$ cat src/rtl/seven_seg_scan_if.sv
// rtl/seven_seg_scan_if.sv - display driver bus between processor-side register and pins
//   load      master->slave  capture value into the shadow register
//   value     master->slave  4*NUM_DIGITS nibbles, nibble 0 = rightmost digit
//   blank_lz  master->slave  suppress leading zeros
//   enable    master->slave  0 darkens the display and freezes the scan
//   seg       slave->master  segments {g,f,e,d,c,b,a}
//   an        slave->master  digit select, one-hot when lit
//   digit_idx slave->master  index of the digit currently lit
interface seven_seg_scan_if #(
    parameter int NUM_DIGITS = 4
) ();
    localparam int IDX_W = (NUM_DIGITS > 1) ? $clog2(NUM_DIGITS) : 1;

    logic                    load;
    logic [4*NUM_DIGITS-1:0] value;
    logic                    blank_lz;
    logic                    enable;
    logic [6:0]              seg;
    logic [NUM_DIGITS-1:0]   an;
    logic [IDX_W-1:0]        digit_idx;

    modport master (
        output load, value, blank_lz, enable,
        input  seg, an, digit_idx
    );

    modport slave (
        input  load, value, blank_lz, enable,
        output seg, an, digit_idx
    );
endinterface

$ cat src/rtl/seven_seg_scan.sv
// rtl/seven_seg_scan.sv - time-multiplexed hex driver for common-anode seven-segment digits
//   clk  rising-edge clock
//   rst  asynchronous active-high reset
//   bus  seven_seg_scan_if.slave: load/value/blank_lz/enable in, seg/an/digit_idx out
module seven_seg_scan #(
    parameter int NUM_DIGITS  = 4,
    parameter int REFRESH_DIV = 50000,
    parameter int ACTIVE_LOW  = 1
) (
    input  logic            clk,
    input  logic            rst,
    seven_seg_scan_if.slave bus
);
    localparam int IDX_W = (NUM_DIGITS > 1) ? $clog2(NUM_DIGITS) : 1;
    localparam int DIV_W = (REFRESH_DIV > 1) ? $clog2(REFRESH_DIV) : 1;
    localparam logic [DIV_W-1:0]      DIV_LAST = DIV_W'(REFRESH_DIV - 1);
    localparam logic [IDX_W-1:0]      IDX_LAST = IDX_W'(NUM_DIGITS - 1);
    localparam bit                    INVERT   = (ACTIVE_LOW != 0);
    localparam logic [6:0]            SEG_OFF  = INVERT ? 7'h7F : 7'h00;
    localparam logic [NUM_DIGITS-1:0] AN_OFF   = INVERT ? {NUM_DIGITS{1'b1}} : {NUM_DIGITS{1'b0}};

    generate
        if (NUM_DIGITS < 1 || NUM_DIGITS > 8) begin : g_bad_num_digits
            $error("seven_seg_scan: NUM_DIGITS must be in 1..8");
        end
        if (REFRESH_DIV < 2) begin : g_bad_refresh_div
            $error("seven_seg_scan: REFRESH_DIV must be >= 2");
        end
        if (ACTIVE_LOW != 0 && ACTIVE_LOW != 1) begin : g_bad_active_low
            $error("seven_seg_scan: ACTIVE_LOW must be 0 or 1");
        end
    endgenerate

    logic [4*NUM_DIGITS-1:0] shadow_q, shadow_d;
    logic [DIV_W-1:0]        div_cnt_q, div_cnt_d;
    logic [IDX_W-1:0]        idx_q, idx_d;
    logic                    blank_q, blank_d;
    logic [6:0]              seg_q, seg_d;
    logic [NUM_DIGITS-1:0]   an_q, an_d;
    logic [IDX_W-1:0]        digit_idx_q, digit_idx_d;

    logic                    advance;
    logic [3:0]              cur_nib;
    logic                    upper_zero;
    logic                    cur_upper_zero;
    logic                    suppress;
    logic [NUM_DIGITS-1:0]   an_onehot;
    logic [6:0]              seg_ah;

    // Active-high glyphs, segment order {g,f,e,d,c,b,a}.
    function automatic logic [6:0] glyph(input logic [3:0] nib);
        logic [6:0] g;
        case (nib)
            4'h0: g = 7'h3F;
            4'h1: g = 7'h06;
            4'h2: g = 7'h5B;
            4'h3: g = 7'h4F;
            4'h4: g = 7'h66;
            4'h5: g = 7'h6D;
            4'h6: g = 7'h7D;
            4'h7: g = 7'h07;
            4'h8: g = 7'h7F;
            4'h9: g = 7'h67;
            4'hA: g = 7'h77;
            4'hB: g = 7'h7C;
            4'hC: g = 7'h39;
            4'hD: g = 7'h5E;
            4'hE: g = 7'h79;
            default: g = 7'h71;
        endcase
        return g;
    endfunction

    // Shadow register and scan divider.
    always_comb begin
        shadow_d  = bus.load ? bus.value : shadow_q;
        advance   = bus.enable && (div_cnt_q == DIV_LAST);
        div_cnt_d = div_cnt_q;
        idx_d     = idx_q;
        if (bus.enable) begin
            div_cnt_d = advance ? '0 : div_cnt_q + DIV_W'(1);
        end
        if (advance) begin
            idx_d = (idx_q == IDX_LAST) ? '0 : idx_q + IDX_W'(1);
        end
        // One blank cycle follows every divider wrap so the previous digit's
        // segments never ghost onto the newly selected anode.
        blank_d = advance;
    end

    // Digit selection: walk from the leftmost digit down, tracking whether all
    // nibbles at or above the current position are zero.
    always_comb begin
        cur_nib        = 4'h0;
        upper_zero     = 1'b1;
        cur_upper_zero = 1'b0;
        an_onehot      = '0;
        for (int i = NUM_DIGITS - 1; i >= 0; i--) begin
            upper_zero = upper_zero && (shadow_q[4*i +: 4] == 4'h0);
            if (idx_q == IDX_W'(i)) begin
                cur_nib        = shadow_q[4*i +: 4];
                cur_upper_zero = upper_zero;
                an_onehot[i]   = 1'b1;
            end
        end
        // Digit 0 is never suppressed so a zero value still shows "0".
        suppress = bus.blank_lz && (idx_q != '0) && cur_upper_zero;
        seg_ah   = (blank_q || suppress) ? 7'h00 : glyph(cur_nib);
    end

    // Output register; digit_idx holds its last lit index while disabled.
    always_comb begin
        seg_d       = SEG_OFF;
        an_d        = AN_OFF;
        digit_idx_d = digit_idx_q;
        if (bus.enable) begin
            seg_d       = INVERT ? ~seg_ah : seg_ah;
            an_d        = INVERT ? ~an_onehot : an_onehot;
            digit_idx_d = idx_q;
        end
    end

    always_ff @(posedge clk or posedge rst) begin
        if (rst) begin
            shadow_q    <= '0;
            div_cnt_q   <= '0;
            idx_q       <= '0;
            blank_q     <= 1'b0;
            seg_q       <= SEG_OFF;
            an_q        <= AN_OFF;
            digit_idx_q <= '0;
        end else begin
            shadow_q    <= shadow_d;
            div_cnt_q   <= div_cnt_d;
            idx_q       <= idx_d;
            blank_q     <= blank_d;
            seg_q       <= seg_d;
            an_q        <= an_d;
            digit_idx_q <= digit_idx_d;
        end
    end

    assign bus.seg       = seg_q;
    assign bus.an        = an_q;
    assign bus.digit_idx = digit_idx_q;
endmodule

$ cat src/flat_wrapper.sv
// flat-port wrapper written by rule: the top's interface ports become plain ports
module seven_seg_scan_flat 
#(
    parameter int NUM_DIGITS  = 4,
    parameter int REFRESH_DIV = 50000,
    parameter int ACTIVE_LOW  = 1
)
  (clk, rst, bus_load, bus_value, bus_blank_lz, bus_enable, bus_seg, bus_an, bus_digit_idx);
  seven_seg_scan_if #(.NUM_DIGITS(NUM_DIGITS)) bus_i ();
  input  logic clk;
  input  logic rst;
  input wire logic [$bits(bus_i.load)-1:0] bus_load;
  input wire logic [$bits(bus_i.value)-1:0] bus_value;
  input wire logic [$bits(bus_i.blank_lz)-1:0] bus_blank_lz;
  input wire logic [$bits(bus_i.enable)-1:0] bus_enable;
  output wire logic [$bits(bus_i.seg)-1:0] bus_seg;
  output wire logic [$bits(bus_i.an)-1:0] bus_an;
  output wire logic [$bits(bus_i.digit_idx)-1:0] bus_digit_idx;
  assign bus_i.load = bus_load;
  assign bus_i.value = bus_value;
  assign bus_i.blank_lz = bus_blank_lz;
  assign bus_i.enable = bus_enable;
  assign bus_seg = bus_i.seg;
  assign bus_an = bus_i.an;
  assign bus_digit_idx = bus_i.digit_idx;
  seven_seg_scan #(.NUM_DIGITS(NUM_DIGITS), .REFRESH_DIV(REFRESH_DIV), .ACTIVE_LOW(ACTIVE_LOW)) u_core (.clk(clk), .rst(rst), .bus(bus_i));
endmodule
$ cat config.mk
export PLATFORM = sky130hd
export DESIGN_NAME = seven_seg_scan_flat
export DESIGN_NICKNAME = d
export VERILOG_FILES = /design/src/rtl/seven_seg_scan_if.sv /design/src/rtl/seven_seg_scan.sv /design/src/flat_wrapper.sv
export SDC_FILE = /design/constraint.sdc
export NUM_CORES = 1
export LEC_CHECK = 0
export BUFFER_PORTS_ARGS = -buffer_cell sky130_fd_sc_hd__buf_2
export CORE_ASPECT_RATIO = 1.2
export CORE_MARGIN = 3
export CORE_UTILIZATION = 26
export CTS_CLUSTER_DIAMETER = 150
export DETAILED_ROUTE_END_ITERATION = 12
export GPL_TIMING_DRIVEN = 0
export PLACE_DENSITY = 0.46
export SYNTH_ARGS = -nofsm -noshare
export SYNTH_HDL_FRONTEND = slang
export SYNTH_SLANG_ARGS = --single-unit
$ cat constraint.sdc
create_clock -name clk -period 3.6 [get_ports clk]
set_input_delay 0.36 -clock clk [delete_from_list [all_inputs] [get_ports clk]]
set_output_delay 0.36 -clock clk [all_outputs]
set_load 0.05 [all_outputs]
Word-level counts from Yosys, hierarchy flattened
Memories as Yosys holds them, arrays and structs flattened. Cells that the tools add are included.

Memory bits (writable): 0. Bits in read-only memories: 112. Memories kept: 1. Register bits: 48. Input bits: 21. Latch bits: 0. Output and inout port bits: 13.

Divide/modulo/power cells: 0. Bitwise logic cells: 2. Multipliers: 0. Reductions and logical operators: 13. Magnitude comparators: 0. Add/subtract/negate cells: 2. Muxes and demuxes: 17. Equality and inequality tests: 4. Shift operators: 0.

Memories: (no name shown) (depth 16, width 7, rd ports 1, clocked after memory_dff 0, wr ports 0, RTL line seven_seg_scan.sv:53) `case (nib)`.

Operators by type and width (count): $mux 4 (5); $add 16x1->16 const B (1); $eq 16x16->1 const B (1); $logic_not 4->1 (4); $mux 16 (1); $mux 7 (2); $mux 1 (8); $not 7->7 (1); $logic_and 1x1->1 (6); $eq 2x2->1 const B (2); $not 4->4 (1); $add 2x1->2 const B (1); $eq 2x1->1 const B (1); $logic_not 2->1 (1); $mux 2 (1); $reduce_bool 2->1 (1); $logic_or 1x1->1 (1).

Logic depth before layout (Yosys ltp)
Depth after elaboration: 10. Mapped depth: 11. Gate-level depth less buffers: 10.

Worst setup path after synthesis
Ideal clock, no wire load.

Path type: reg-to-reg. Start: register u_core.idx_q[0]. End: register u_core.seg_q[3] (netlist: u_core.bus.seg[3]). Arrival time: 1953 ps. Clock period less this slack: 2041 ps. Stages on the path, launching flop included: 11. Buffers on the path: 1. Data required time: 3512 ps. Slack: 1559 ps. Cells stage by stage: dfrtp_1 inv_1 ha_1 buf_6 a21oi_1 o21ai_0 a22oi_1 ha_1 or2b_1 a21oi_1 o31ai_1.

Word-level cells in the longest chain between the ends: 10.

Ends and longest elaborated chain: start: declaration (RTL line seven_seg_scan.sv:36) `logic [IDX_W-1:0] idx_q, idx_d;`; start signal: assignment (RTL line seven_seg_scan.sv:135) `idx_q <= idx_d;`; branches (longest 7 deep; another with $mem_v2 16x7); $mux 7 (*) (RTL line seven_seg_scan.sv:108) `seg_ah = (blank_q || suppress) ? 7'h00 : glyph(cur_nib);`; $not 7->7 (*) (RTL line seven_seg_scan.sv:117) `seg_d = INVERT ? ~seg_ah : seg_ah;`; $mux 7 (*) (RTL line seven_seg_scan.sv:116) `if (bus.enable) begin`; via u_core.seg_d[3] (RTL line seven_seg_scan.sv:38) `logic [6:0] seg_q, seg_d;`; end signal: assignment (RTL line seven_seg_scan.sv:137) `seg_q <= seg_d;`; end: declaration (RTL line seven_seg_scan.sv:38).

Mark *: on every way through the listed nets, which the timed path passes. A chain may end at the register's enable or synchronous reset.

Worst setup path in the final report
Same ends and word-level chain as after synthesis.

==> metrics.txt <==
status=complete, no violations; post-synthesis instance area=0.00237 sq mm; cells on worst reg2reg path=10; cell area reported after detailed placement=0.00270 sq mm; critical path capture point type=flop; worst hold path class=in -> async; # nets final=283; number of remaining DRC errors=0; buffer levels on the longest clock path=2; post-synthesis register bit count=48; element type at the critical path start=flop; max cap viols=0; capture point of the worst reg-to-reg path=u_core.bus.seg[3]; Hold Buf Count CTS=0; Synth-to-Final Area Change=18.9%; FF-to-FF setup slack=1.22 ns; die height=111 um; detailed router's first-iteration violation count=just under 80; maximum fanout encountered on the critical timing path=10; crit share post-route=approximately two thirds; largest net degree at the start of global routing=28; area of combinational cells with multiple inputs=0.00106 sq mm; crit path DAT=2.60 ns; number of buffers created by CTS=5; clk_skew=around 0.0057 ns; core region area=0.00875 sq mm; # rows=37; Highest Clock Rate=420 MHz; Storage cell area=0.00121 sq mm; clock latency of the later-clocked register in the worst-skew pair=0.30 ns; hold slack=0.0750 ns; critical path class=reg -> reg; final count of pins violating max slew=0; final instance area=0.00282 sq mm; number of enable-type register cells in the synthesized netlist=0; slew at the pin closest to its max-slew limit=between 0.5 and 0.6 ns; first-pass GRT wire length=around 8.3 mm; total number of yosys warnings=0; number of instances resized during post-cts repair=0; effective utilization at floorplan=27.1%; H-tree levels=2; placer congestion estimate=0.798; async set-reset flop share out of synthesis=100%; via density per instance=4.34; r2r startpoint=u_core.idx_q[0]; P_leak=around 1.3 nW; ratio of total power to cell area=roughly 450 mW/mm^2; portion of synthesized cell area occupied by the leading cell type=39.1%; Post-Synthesis Net Count=243; number of nets still failing antenna checks after routing=0; Clock Sinks=48; Period minus WS final=~2.4 ns; routed wire length=4.81 mm; Yosys cell types=45; Peak VDD IR=160 uV; die outline area=~0.010 sq mm; share of post-route cells with drive strength above 1=31.7%; final count of negative-setup-slack endpoints=0; critical path data required time=3.82 ns; grt total ovfl=0; unrepaired setup endpoints after global routing=no; clock-pin slew of the registers on the worst-case setup and hold paths=0.10 ns; share of synthesized area occupied by flip-flops and latches=51.2%; antenna cells=0; fill cell instance count of the final layout=about 930; CTS tree=done; number of standard cells after synthesis=211; cell type with the highest aggregate area in the netlist=dfrtp_1; worst rel slew slack=61.4%; leading register cell type out of synthesis=dfrtp_1; post-CTS setup-driven buffer insertion count=0; number of antenna violations at the first check in global routing=0; vias in the first global route=1651; count of buffers inserted at the top-level ports=32; HPWL reported at the end of detailed placement=3.62 mm; total via count in the routed design=1602; routed length per instance=13.0 um; total negative slack=0 ns; Ports=34; CTS root buffer=clkbuf_8; Total GRT Usage=10.1%; average footprint of a synthesized cell=11.2 sq um; top cells by area, synth=dfrtp_1 39%, dfstp_2 12%, mux2_2 7.1%; drt pass-1 iters=4; final hold vios=0; DIE WIDTH=about 93 um
-- critical path: stages (launching register included) --
cell	delay, ns
dfrtp_1	0.43
inv_1	0.10
ha_1	0.21
buf_6	0.14
a21oi_1	0.12
o21ai_0	0.13
a22oi_1	0.37
ha_1	0.36
or2b_1	0.24
a21oi_1	0.12
o31ai_1	0.09
-- cells in the final DEF (no fill, tap or decap), types with 2 or more instances in the layout --
master    netlist  final
dfrtp_1        37     37
clkbuf_8        0      6
inv_1          10      9
o221ai_1        4      4
clkbuf_1        3      3
dfstp_2        11     11
o21ai_0         8      8
nand2b_1        2      2
or2b_1          2      2
ha_1           11     11
buf_6           3      3
nor4_1          2      2
nand3_1         5      5
xor2_1          8      8
nand4_1         3      3
nor3_1          2      2
mux2_2         15     15
o31ai_1         2      2
nand2_1        25     25
mux2i_1         4      4
xnor2_1         6      6
buf_2           1     33
a21oi_1         7      7
and3_1          4      4
nor2_1         15     15
-- metrics by stage --
| stage | cells | util, % | worst slack (ns) | total power [mW] |
|---|---|---|---|---|
| after global placement | 360 | 30.6 | 1.28 | 0.870 |
| after CTS | 369 | 32.2 | 1.23 | 1.30 |
| after detailed placement | 361 | 30.8 | 1.25 | 0.875 |
| after floorplan | 211 | - | 1.56 | 0.815 |
| after global routing | 369 | 32.2 | 1.01 | 1.35 |
| final | 369 | 32.2 | 1.22 | 1.28 |
-- how the worst max path moves through the flow --
| stage | start | to | slack, ns | depth (start not counted) |
|---|---|---|---|---|
| final | u_core.idx_q[0] | u_core.bus.seg[3] | 1.22 | 10 |
| after global routing | u_core.idx_q[0] | u_core.bus.seg[1] | 1.01 | 11 |
| after CTS | u_core.idx_q[0] | u_core.bus.seg[3] | 1.23 | 10 |
| after detailed placement | u_core.idx_q[0] | u_core.bus.seg[3] | 1.25 | 10 |
| after global placement | u_core.idx_q[0] | u_core.bus.seg[3] | 1.28 | 10 |
| after floorplan | u_core.idx_q[0] | u_core.bus.seg[3] | 1.56 | 10 |
-- cells by family (layout without fill, tap and decap cells) --
| group | after synthesis | count (layout) | share of synthesized area [%] |
|---|---|---|---|
| compound gates | 34 | 34 | 10.7 |
| xor+xnor | 14 | 14 | 5.17 |
| fa+ha+maj | 11 | 11 | 5.80 |
| buf+inv | 18 | 59 | 4.01 |
| flops | 48 | 48 | 51.2 |
| mux | 19 | 19 | 8.81 |
| simple gates | 67 | 67 | 14.2 |
-- state kept, by name, summed over array words and instances, names as in the netlist --
signal                flops
u_core.div_cnt_q         16
u_core.shadow_q          16
u_core.bus.seg            7
u_core.bus.an             4
u_core.bus.digit_idx      2
u_core.idx_q              2
u_core.blank_q            1
-- power by group --
group          total (mW)  internal [mW]  leakage (nW)  switching (mW)
logic               0.218         0.0878         0.643           0.130
clock network       0.417          0.227        0.0614           0.190
registers           0.643          0.602         0.566          0.0407
-- layer usage --
metal | routed length (um) | track usage (%) | vias up
met5 | 0 | 0 | -
met4 | 49 | 2.93 | 0
met3 | 189 | 2.72 | 4
met2 | 2300 | 15.9 | 31
met1 | 2270 | 13.4 | 753
li1 | - | - | 814
-- cells in the mapped netlist (2+ instances only) --
library cell / n
dfrtp_1: 37
nand2_1: 25
mux2_2: 15
nor2_1: 15
dfstp_2: 11
ha_1: 11
inv_1: 10
o21ai_0: 8
xor2_1: 8
a21oi_1: 7
xnor2_1: 6
nand3_1: 5
and3_1: 4
mux2i_1: 4
o221ai_1: 4
buf_6: 3
clkbuf_1: 3
nand4_1: 3
nand2b_1: 2
nor3_1: 2
nor4_1: 2
o31ai_1: 2
or2b_1: 2
-- area by class of cell --
type	count	share of cell area, %
well taps	117	5.19
flip-flops and latches	48	43.1
inverters	10	1.33
plain buffers	8	2.04
clock inverters	2	1.38
clock buffers	6	2.93
repair buffers	33	6.39
multi-input cells	145	37.6
Note: power is estimated with default switching activity, not from simulation.
